File: src/rtl/pipe_pkg.sv
// Shared pipeline-stage types: the ID/EX payload layout, its flush kill mask,
// and the occupancy encoding used by pipe_stage_reg.
package pipe_pkg;

    // ID/EX payload, MSB first; 144 bits in total.
    typedef struct packed {
        logic [5:0]  opcode;
        logic        alu_src;
        logic        wr_en_reg;
        logic [4:0]  wr_num;
        logic        dm_rw;
        logic [1:0]  dm_access_sz;
        logic [31:0] rd0_data;
        logic [31:0] rd1_data;
        logic [15:0] imm;
        logic [4:0]  shift_amount;
        logic [5:0]  func;
        logic [4:0]  rs;
        logic [31:0] pc;
    } id_ex_payload_t;

    localparam int unsigned ID_EX_WIDTH = $bits(id_ex_payload_t);

    // Bit positions of the kill bits, derived from the field widths above.
    localparam int unsigned ID_EX_WR_EN_BIT = ID_EX_WIDTH - 6 - 1 - 1;
    localparam int unsigned ID_EX_DM_RW_BIT = ID_EX_WR_EN_BIT - 5 - 1;

    // Bits cleared in out_data on flush: register write-enable and memory rw.
    localparam logic [ID_EX_WIDTH-1:0] ID_EX_CTRL_MASK =
        (ID_EX_WIDTH'(1) << ID_EX_WR_EN_BIT) | (ID_EX_WIDTH'(1) << ID_EX_DM_RW_BIT);

    localparam int unsigned OCC_W = 2;

    // Number of entries held by a stage register.
    typedef enum logic [OCC_W-1:0] {
        EMPTY = 2'd0,
        ONE   = 2'd1,
        TWO   = 2'd2
    } occ_e;

endpackage

File: src/rtl/pipe_stage_reg.sv
// Elastic valid/ready pipeline register placed at each stage boundary.
// Supports backpressure, flush (kills held entries and clears CTRL_MASK bits)
// and bubble insertion.
// Build option PIPE_STAGE_SKID_EN: adds a second (skid) entry so in_ready can
// be registered; without it in_ready is combinational from out_ready and the
// stage holds at most one entry.
module pipe_stage_reg
    import pipe_pkg::*;
#(
    parameter int unsigned      WIDTH     = ID_EX_WIDTH,
    parameter logic [WIDTH-1:0] RESET_VAL = '0,
    parameter logic [WIDTH-1:0] CTRL_MASK = '0
) (
    input  logic             clk,
    input  logic             rst_n,
    input  logic             flush,
    input  logic             in_valid,
    output logic             in_ready,
    input  logic [WIDTH-1:0] in_data,
    output logic             out_valid,
    input  logic             out_ready,
    output logic [WIDTH-1:0] out_data,
    output logic [OCC_W-1:0] occupancy
);

    occ_e             state_q, state_d;
    logic             out_valid_q, out_valid_d;
    logic [WIDTH-1:0] data_q, data_d;
    logic             in_xfer;
    logic             out_xfer;

`ifdef PIPE_STAGE_SKID_EN
    logic [WIDTH-1:0] skid_q, skid_d;
    logic             in_ready_q, in_ready_d;
`else
    logic             ready_en_q;
`endif

    assign in_xfer  = in_valid & in_ready;
    assign out_xfer = out_valid_q & out_ready;

    // Next occupancy and payload moves; flush overrides any handshake.
    always_comb begin
        state_d = state_q;
        data_d  = data_q;
`ifdef PIPE_STAGE_SKID_EN
        skid_d  = skid_q;
`endif
        case (state_q)
            EMPTY: begin
                if (in_xfer) begin
                    state_d = ONE;
                    data_d  = in_data;
                end
            end
            ONE: begin
                if (in_xfer) begin
                    if (out_xfer) begin
                        data_d = in_data;
                    end
`ifdef PIPE_STAGE_SKID_EN
                    else begin
                        state_d = TWO;
                        skid_d  = in_data;
                    end
`endif
                end else if (out_xfer) begin
                    state_d = EMPTY;
                end
            end
`ifdef PIPE_STAGE_SKID_EN
            TWO: begin
                if (out_xfer) begin
                    state_d = ONE;
                    data_d  = skid_q;
                end
            end
`endif
            default: begin
                state_d = EMPTY;
            end
        endcase

        if (flush) begin
            state_d = EMPTY;
            data_d  = data_q & ~CTRL_MASK;
        end

        out_valid_d = (state_d != EMPTY);
`ifdef PIPE_STAGE_SKID_EN
        in_ready_d  = (state_d != TWO);
`endif
    end

    // State and payload registers with synchronous active-low reset.
    always_ff @(posedge clk) begin
        if (!rst_n) begin
            state_q     <= EMPTY;
            out_valid_q <= 1'b0;
            data_q      <= RESET_VAL;
`ifdef PIPE_STAGE_SKID_EN
            skid_q      <= RESET_VAL;
            in_ready_q  <= 1'b0;
`else
            ready_en_q  <= 1'b0;
`endif
        end else begin
            state_q     <= state_d;
            out_valid_q <= out_valid_d;
            data_q      <= data_d;
`ifdef PIPE_STAGE_SKID_EN
            skid_q      <= skid_d;
            in_ready_q  <= in_ready_d;
`else
            ready_en_q  <= 1'b1;
`endif
        end
    end

`ifdef PIPE_STAGE_SKID_EN
    assign in_ready = in_ready_q;
`else
    // Combinational ready chain, held low until the first edge out of reset.
    assign in_ready = ready_en_q & (~out_valid_q | out_ready);
`endif

    assign out_valid = out_valid_q;
    assign out_data  = data_q;
    assign occupancy = OCC_W'(state_q);

endmodule

File: config.mk
export PLATFORM = sky130hd
export DESIGN_NAME = pipe_stage_reg
export DESIGN_NICKNAME = d
export VERILOG_FILES = /design/src/rtl/pipe_pkg.sv /design/src/rtl/pipe_stage_reg.sv
export SDC_FILE = /design/constraint.sdc
export NUM_CORES = 1
export LEC_CHECK = 0
export ABC_AREA = 1
export ABC_CLOCK_PERIOD_IN_PS = 3000
export CAP_MARGIN = 25
export CORE_MARGIN = 3
export CORE_UTILIZATION = 46
export DETAILED_ROUTE_END_ITERATION = 12
export GPL_TIMING_DRIVEN = 0
export PLACE_DENSITY = 0.87
export SLEW_MARGIN = 20
export SYNTH_ARGS = -nofsm -noshare
export SYNTH_HDL_FRONTEND = slang
export SYNTH_SLANG_ARGS = --single-unit
File: constraint.sdc
create_clock -name clk -period 3 [get_ports clk]
set_clock_uncertainty 0.15 [all_clocks]
set_input_delay 0.6 -clock clk [delete_from_list [all_inputs] [get_ports clk]]
set_output_delay 0.6 -clock clk [all_outputs]
set_load 0.01 [all_outputs]
After elaboration in Yosys (flattened, before gate mapping) --
Cells that the tools add are included.
Operators by class: mux-type cells 10, reduce and logical (&&, ||, !) cells 4, bitwise operators 6, equality and inequality tests 4
Operators with widths (count):
- $mux W144 | 3
- $pmux W144 S2 | 1
- $mux W2 | 4
- $ne A2 B2 Y1 const B | 3
- $reduce_and A5 Y1 | 1
- $pmux W2 S2 | 1
- $reduce_bool A2 Y1 | 2
- $and A1 B1 Y1 | 3
- $eq A2 B1 Y1 const B | 1
- $logic_not A2 Y1 | 1
- $not A1 Y1 | 2
- $mux W1 | 1
- $or A1 B1 Y1 | 1
Word-level totals: output and inout bits 148, word-level logic and storage cells 28, input bits 149, bits in registers 148

Logic depth before layout (Yosys ltp) --
Gate-level depths: netlist of the first run.
depth after elaboration 8, depth in mapped cells 9

Worst setup path after synthesis of the first run --
No wires, ideal clock.
path type input to output, start point in out_ready, end point out in_ready, arrival 0.916 ns, stages 2, buffers on the path 0, data required time 2.250 ns, slack 1.334 ns, cells stage by stage inv_1 > a21boi_0
Between the ends: longest elaborated chain between the ends 2
Ends and longest elaborated chain:
- start, declared | line pipe_stage_reg.sv:21 | input logic out_ready,
- $or A1 B1 Y1 | line pipe_stage_reg.sv:124 | assign in_ready = ready_en_q & (~out_valid_q | out_ready);
- $and A1 B1 Y1 | line pipe_stage_reg.sv:124
- end, declared | line pipe_stage_reg.sv:18 | output logic in_ready,
Every way passes these cells.

Final worst setup path of the first run --
Ends and elaborated chain as after synthesis.

==> flow_summary.toml, run 1 <==
[global_route]
grt_max_degree = 17
antenna_found_initial = 0
grt_pass1_vias = 6662
grtUsageTotal_pct = 25.8
overflow = 0
grt_pass1_wl_um = 33400

[critical_path]
criticalPathCategory = "in -> out"
crit_path_end_kind = "primary output"
crit_path_max_fanout = 2
cp_data_arrival_time_ps = 1900
critical_path.slowest_cell = "clkdlybuf4s50_1"
cp_common_cell = "clkdlybuf4s50_1"
startpoint_type = "primary input"
cp_num_buf_inv = 3
crit_family = "buffers and inverters"
slowest_delay_ps = 590
required_ps = 2250
cp_cell_sequence = "clkdlybuf4s50_1 -> inv_1 -> a21boi_0 -> clkdlybuf4s50_1"

[floorplan]
die_w_um = 127
core_um2 = 14000
start_util_pct = 47.7
dieArea_um2 = 16000
die_h_um = 127
io_pins = 297
fp-row-count = 43

[clock_network]
postCtsSetupBuffers = 0
clk_pin_slew_ps = 50
numCtsBuffers = 17
cts-resized-gates = 0
cts-root-buf = "clkbuf_16"
cts_tree = "done"
cts_buffer_depth = 2
postCtsHoldBufs = 0
htree_levels = 4
clk_latency_ps = 420
cts_num_sinks = 148

[power_and_ir_drop]
vdd_drop_max_mv = 0.381
netSwitchingFraction_pct = 25.1
p_leak_nw = 4.67
p_int_w = 0.00364
pwr-share-clk_pct = 39.3
p_switching_w = 0.00122
power_frac_seq_pct = 42.9
pwr_density_cell_nw_per_um2 = 467
p_comb_share_pct = 17.8

[final_layout]
syn2layout_area_growth_pct = 55.5
num_antenna_cells = 0
drive_gt1_share_pct = 7.07
n_fill_cell = 1055
nets = 1425

[min_path]
hp-class = "reg -> reg"

[place]
gp_congestion = 0.885
io_buffers = 296
dp_hpwl_um = 15600

[sta]
drv_slew = 0
rsz0062_at_grt = "no"
setup_tns_ps = 0
fin_crit_ps = 2650
hold_viol_final = 0
setup_violations = 0
holdWs_ps = 328
min_period_over_period_pct = 88.4
max_clock_freq_ghz = 0.377

[routing]
dr.pass1.iters = 5
finalWirelength_um = 21400
antenna_left = 0
vias = 7208
drcViolationCount = 0
wl_per_cell_um = 14.6
viasPerCell = 4.91
drtIter0Drc = 372

[synth]
ys_top_cells_by_area = "dfxtp_1, a21oi_1, nand3_1"
syn_inst = 961
ys_types = 19
yosysTopAreaCell = "dfxtp_1"
ys_seq_area_share_pct = 44.2
syn_area_per_cell_um2 = 6.97
ys_warn_count = 0
syn_nets = 1110
synthesis.area_um2 = 6700
synthDominantCellAreaShare_pct = 44.2
synth-seq-cells = 148

[flow_run]
cap_viol_max_count = 0

[outcome]
status = "complete, no violations"
==> power by group through the flow <==
stage | Combinational (W) | Clock [W] | Sequential (W)
floorplan | 0.000376 | 0 | 0.00216
global placement | 0.000849 | 0 | 0.00212
detailed placement | 0.000861 | 0 | 0.00213
CTS | 0.000867 | 0.00193 | 0.00208
global route | 0.000942 | 0.00201 | 0.00209
finish | 0.000865 | 0.00191 | 0.00208
==> synthesized netlist by cell type, drive strengths merged <==
master / instances
nor2: 145
a21oi: 146
nand2: 151
buf: 71
inv: 146
clkbuf: 7
a21boi: 1
dfxtp: 148
nand3: 145
conb: 1
==> logic make-up (layout without fill, tap and decap cells) <==
kind of cell           after synthesis  after routing  synth area share [%]
AND/OR/NAND/NOR                    441            441                  27.6
buffers and inverters              224            551                  17.1
flip-flops                         148            148                  44.2
AO/OA/AOI/OAI                      147            147                  11.0
other                                1              1                0.0560
==> stage by stage <==
stage	std cells	cell area (um2)	util, %	total power (W)	worst slack [ps]
final	1468	10400	74.1	0.00486	347
after global routing	1468	10400	74.1	0.00505	292
after CTS	1468	10400	74.1	0.00488	344
after detailed placement	1437	9880	70.4	0.00299	348
after global placement	1437	9880	70.4	0.00297	387
after floorplan	961	6700	-	0.00253	1330
==> final timing paths <==
kind	from	to	slack, ps	cells past startpoint
max	out_ready	in_ready	350	4
min	out_data[78]$_SDFFE_PN0P_	out_data[78]$_SDFFE_PN0P_	330	2
max reg2reg	out_valid$_SDFF_PN0_	out_data[73]$_SDFFE_PN0P_	1340	8
min reg2reg	out_data[78]$_SDFFE_PN0P_	out_data[78]$_SDFFE_PN0P_	330	2
==> flip-flops by register name, summed over array words and instances, names as in the netlist <==
register    cells
out_valid       1
ready_en_q      1
occupancy       2
out_data      144
==> worst register-to-register path: cells and delay by family (launching register included) <==
kind / cells / cell delay, ps
AND/OR/NAND/NOR: 6 / 580
buffers and inverters: 2 / 500
flip-flops: 1 / 320
==> cells in the final DEF, fill, tap and decap left out, types with 16 or more instances in the layout <==
cell type / count
a21oi_1: 146
buf_2: 16
buf_4: 30
clkbuf_16: 17
clkdlybuf4s50_1: 296
dfxtp_1: 148
inv_1: 145
nand2_1: 150
nand3_1: 144
nor2_1: 145
==> per-layer routing <==
metal | global-route usage [%] | up-vias | part of all wire, %
met1 | 30.2 | 3239 | 39
met4 | 10.6 | 0 | 2.9
met2 | 43.8 | 307 | 49
li1 | - | 3621 | -
met5 | 0 | - | 0
met3 | 8.34 | 41 | 9.1
==> layout make-up <==
cell class | count | area, um2 | area share (%)
well taps | 180 | 225 | 2.16
multi-input cells | 589 | 2590 | 24.9
repair buffers | 296 | 2960 | 28.5
plain buffers | 78 | 592 | 5.69
inverters | 146 | 551 | 5.29
clock buffers | 27 | 503 | 4.83
flip-flops and latches | 148 | 2960 | 28.5
clock inverters | 4 | 22.5 | 0.216
No activity file was read; power rests on OpenSTA's default activity.
==> run 2: changes to the inputs <==
--- a/config.mk
+++ b/config.mk
@@ -6,12 +6,10 @@
 export NUM_CORES = 1
 export LEC_CHECK = 0
 export ABC_AREA = 1
-export ABC_CLOCK_PERIOD_IN_PS = 3000
 export CAP_MARGIN = 25
 export CORE_MARGIN = 3
 export CORE_UTILIZATION = 46
 export DETAILED_ROUTE_END_ITERATION = 12
-export GPL_TIMING_DRIVEN = 0
 export PLACE_DENSITY = 0.87
 export SLEW_MARGIN = 20
 export SYNTH_ARGS = -nofsm -noshare
==> flow_summary.toml, run 2 (synthesis results as in run 1) <==
[sta]
rsz0062_at_grt = "no"
min_period_over_period_pct = 86.5
max_clock_freq_ghz = 0.386
fin_crit_ps = 2590
setup_violations = 0
drv_slew = 0
holdWs_ps = 295
setup_tns_ps = 0
hold_viol_final = 0

[routing]
antenna_left = 0
finalWirelength_um = 18900
drtIter0Drc = 403
dr.pass1.iters = 4
viasPerCell = 4.82
drcViolationCount = 0
wl_per_cell_um = 13.4
vias = 6793

[floorplan]
fp-row-count = 43
dieArea_um2 = 16000
io_pins = 297
core_um2 = 14000
die_w_um = 127
die_h_um = 127
start_util_pct = 47.7

[final_layout]
layoutNonFillerInstCount = 1408
mostFrequentLayoutCells = "clkdlybuf4s50_1, nand2_1, dfxtp_1"
largest_reg_flops = 144
layout.cells.most_common = "clkdlybuf4s50_1"
final-seq-area_um2 = 2960
syn2layout_area_growth_pct = 52.3
nets = 1365
multi_input_area_um2 = 2600
design_area_um2 = 10200
n_fill_cell = 1077
num_antenna_cells = 0
drive_gt1_share_pct = 4.15

[clock_network]
numCtsBuffers = 17
postCtsHoldBufs = 0
cts_num_sinks = 148
postCtsSetupBuffers = 0
cts-resized-gates = 0
cts-root-buf = "clkbuf_16"
clk_latency_ps = 410
cts_buffer_depth = 2
clk_pin_slew_ps = 50
htree_levels = 4
cts_tree = "done"

[place]
placed_cells = 1377
dp_hpwl_um = 13000
io_buffers = 296
place_area_um2 = 9550
gp_congestion = 0.803

[power_and_ir_drop]
p_int_w = 0.00401
vdd_drop_max_mv = 0.328
p_comb_share_pct = 15.4
p_switching_w = 0.00120
netSwitchingFraction_pct = 23.1
pwr-share-clk_pct = 44.6
p_leak_nw = 4.49
pwr_density_cell_nw_per_um2 = 510
power_frac_seq_pct = 40.0

[global_route]
grt_pass1_wl_um = 30000
grt_max_degree = 84
grt_pass1_vias = 6196
grtUsageTotal_pct = 22.8
antenna_found_initial = 0
overflow = 0

[critical_path]
startpoint_type = "primary input"
criticalPathCategory = "in -> out"
crit_path_end_kind = "primary output"
cp_data_arrival_time_ps = 1840
required_ps = 2250
crit_path_max_fanout = 2

[outcome]
status = "complete, no violations"

[flow_run]
cap_viol_max_count = 0

[min_path]
hp-class = "in -> reg"
==> run 2: changes by cell type in the layout (fill, tap and decap cells not counted), moves of 5 or more <==
cell | before | now
buf_6 | 6 | 0
buf_2 | 16 | 0
clkbuf_1 | 12 | 2
buf_1 | 9 | 0
buf_8 | 9 | 0
bufinv_16 | 0 | 5
buf_12 | 1 | 9
buf_4 | 30 | 10
==> run 2: per-layer routing <==
layer	up-vias	track usage [%]	routed length [um]
li1	3502	-	-
met1	3043	27.2	7560
met2	219	38.4	9280
met3	29	7.66	1670
met4	0	7.76	395
met5	-	0	0
==> run 2: worst max-delay path, cell delays in order <==
cell	delay [ps]
clkdlybuf4s50_1	470
inv_1	50
a21boi_0	160
clkdlybuf4s50_1	560
==> run 2: worst paths after layout <==
check | end | start | slack, ps | cells past startpoint
setup / recovery | in_ready | out_ready | 410 | 4
hold / removal | ready_en_q$_DFF_P_ | rst_n | 300 | 1
setup reg to reg | out_data[30]$_SDFFE_PN0P_ | out_valid$_SDFF_PN0_ | 1240 | 8
hold reg to reg | out_data[73]$_SDFFE_PN0P_ | out_data[73]$_SDFFE_PN0P_ | 330 | 2
==> run 2: through the flow <==
stage                     utilization (%)  worst slack (ps)  total power [W]
after floorplan                         -              1330          0.00253
after global placement               68.0               418          0.00291
after detailed placement             68.0               404          0.00292
after CTS                            72.6               403          0.00524
after global routing                 72.6               317          0.00541
final                                72.6               406          0.00521
==> run 2: power by group through the flow <==
| stage | registers, W | logic (W) | clock network [W] |
|---|---|---|---|
| 2_1_floorplan | 0.00216 | 0.000376 | 0 |
| 3_3_place_gp | 0.00212 | 0.000787 | 0 |
| 3_5_place_dp | 0.00212 | 0.000798 | 0 |
| 4_1_cts | 0.00208 | 0.000805 | 0.00236 |
| 5_1_grt | 0.00209 | 0.000879 | 0.00245 |
| 6_report | 0.00208 | 0.000799 | 0.00232 |
==> run 2: area by class of cell <==
type	instances	area share, %
Tap cell	180	2.21
Timing Repair Buffer	314	31.4
Multi-Input combinational cell	589	25.5
Clock inverter	9	1.72
Clock buffer	22	4.65
Inverter	146	5.45
Sequential cell	148	29.0
==> run 3: changes to the inputs <==
==> constraint.sdc (replaced) <==
create_clock -name clk -period 3 [get_ports clk]
set_clock_uncertainty 0.15 [all_clocks]
set_input_delay 0.9 -clock clk [delete_from_list [all_inputs] [get_ports clk]]
set_output_delay 0.9 -clock clk [all_outputs]
set_load 0.01 [all_outputs]
==> flow_summary.toml, run 3 (synthesis results as in run 1) <==
[critical_path]
critical_path.slowest_cell = "clkdlybuf4s50_1"
crit_path_max_fanout = 2
cp_num_buf_inv = 3
slowest_delay_ps = 480
startpoint_type = "primary input"
crit_family = "buffers and inverters"
rrSetupSlack_ps = 1300
criticalPathCategory = "in -> out"
crit_path_end_kind = "primary output"
required_ps = 1950
cp_cell_sequence = "clkdlybuf4s50_1 -> inv_1 -> a21boi_0 -> clkdlybuf4s15_1"
cp_data_arrival_time_ps = 1840

[floorplan]
start_util_pct = 47.7
fp-row-count = 43
io_pins = 297
core_um2 = 14000
die_w_um = 127
dieArea_um2 = 16000
die_h_um = 127

[final_layout]
n_fill_cell = 1054
nets = 1372
drive_gt1_share_pct = 4.70
num_antenna_cells = 0
syn2layout_area_growth_pct = 52.6
layout.cells.most_common = "clkdlybuf4s50_1"
mostFrequentLayoutCells = "clkdlybuf4s50_1, nand2_1, dfxtp_1"
largest_reg_flops = 144

[place]
gp_congestion = 0.807
io_buffers = 296
dp_hpwl_um = 13200
dp_slack_ps = -193

[routing]
antenna_left = 0
dr.pass1.iters = 4
vias = 6878
drcViolationCount = 0
wl_per_cell_um = 13.3
drtIter0Drc = 368
finalWirelength_um = 18800
viasPerCell = 4.86

[flow_run]
cap_viol_max_count = 0

[global_route]
grt_pass1_wl_um = 30100
grtUsageTotal_pct = 22.8
overflow = 0
grt_max_degree = 84
antenna_found_initial = 0
grt_pass1_vias = 6402

[clock_network]
cts_buffer_depth = 2
clk_latency_ps = 410
cts_num_sinks = 148
numCtsBuffers = 17
cts_tree = "done"
htree_levels = 4
clk_pin_slew_ps = 50
cts-root-buf = "clkbuf_16"

[sta]
drv_slew = 0
setup_violations = 0
max_clock_freq_ghz = 0.346
fin_ws_ps = 109
fin_crit_ps = 2890
setup_tns_ps = 0
holdWs_ps = 326
rsz0062_at_grt = "no"
min_period_over_period_pct = 96.4
hold_viol_final = 0

[power_and_ir_drop]
power_w = 0.00498
pwr_density_cell_nw_per_um2 = 488
p_leak_nw = 4.50
vdd_drop_max_mv = 0.371

[outcome]
status = "complete, no violations"

[min_path]
hp-class = "reg -> reg"
run 3: cell type report:
type,count,area [um2],share of cell area [%]
tap,180,225,2.20
clock buffer,23,488,4.78
clock inverter,8,100,0.980
timing repair buffer,321,3290,32.2
sequential,148,2960,29.0
multi-input combinational,589,2600,25.4
inverter,146,556,5.44
run 3: path summary, 6_finish.rpt:
kind	cells after the start	start	to
min	2	out_data[130]$_SDFFE_PN0P_	out_data[130]$_SDFFE_PN0P_
max	4	out_ready	in_ready
min reg2reg	2	out_data[130]$_SDFFE_PN0P_	out_data[130]$_SDFFE_PN0P_
max reg2reg	8	out_valid$_SDFF_PN0_	out_data[133]$_SDFFE_PN0P_
run 3: per-stage QoR:
stage / area [um2] / instances / util (%)
after floorplan: 6700 / 961 / -
after global placement: 9630 / 1384 / 68.6
after detailed placement: 9630 / 1384 / 68.6
after CTS: 10200 / 1415 / 72.8
after global routing: 10200 / 1415 / 72.8
final: 10200 / 1415 / 72.8
run 3: timing repair:
| action | in CTS | in global routing |
|---|---|---|
| resized for setup | 1 | 1 |
| endpoints found under the setup margin | 1 | 1 |
| hold buffers | 0 | 0 |
| buffers inserted | 0 | 0 |
| pin swaps | 0 | 0 |
run 3: report_power, final:
group | total, W | internal, W | switching, W | leakage (nW)
sequential | 0.00208 | 0.00204 | 0.0000396 | 1.20
combinational | 0.000808 | 0.000436 | 0.000372 | 3.02
clock | 0.00209 | 0.00131 | 0.000785 | 0.277
run 3: worst register-to-register path, stage by stage, from the launching register on:
cell	delay [ps]
dfxtp_1	370
nand2_1	70
nand2_1	100
nand2_1	140
inv_8	220
buf_4	270
nand3_1	140
nand2_1	100
nor2_1	40
run 3: per-layer routing:
metal / track usage, % / share of wire, % / vias to the layer above
met3: 8.08 / 9.4 / 57
li1: - / - / 3508
met2: 38.6 / 48 / 271
met1: 25.4 / 38 / 3042
met4: 11.6 / 4.1 / 0
met5: 0 / 0 / -
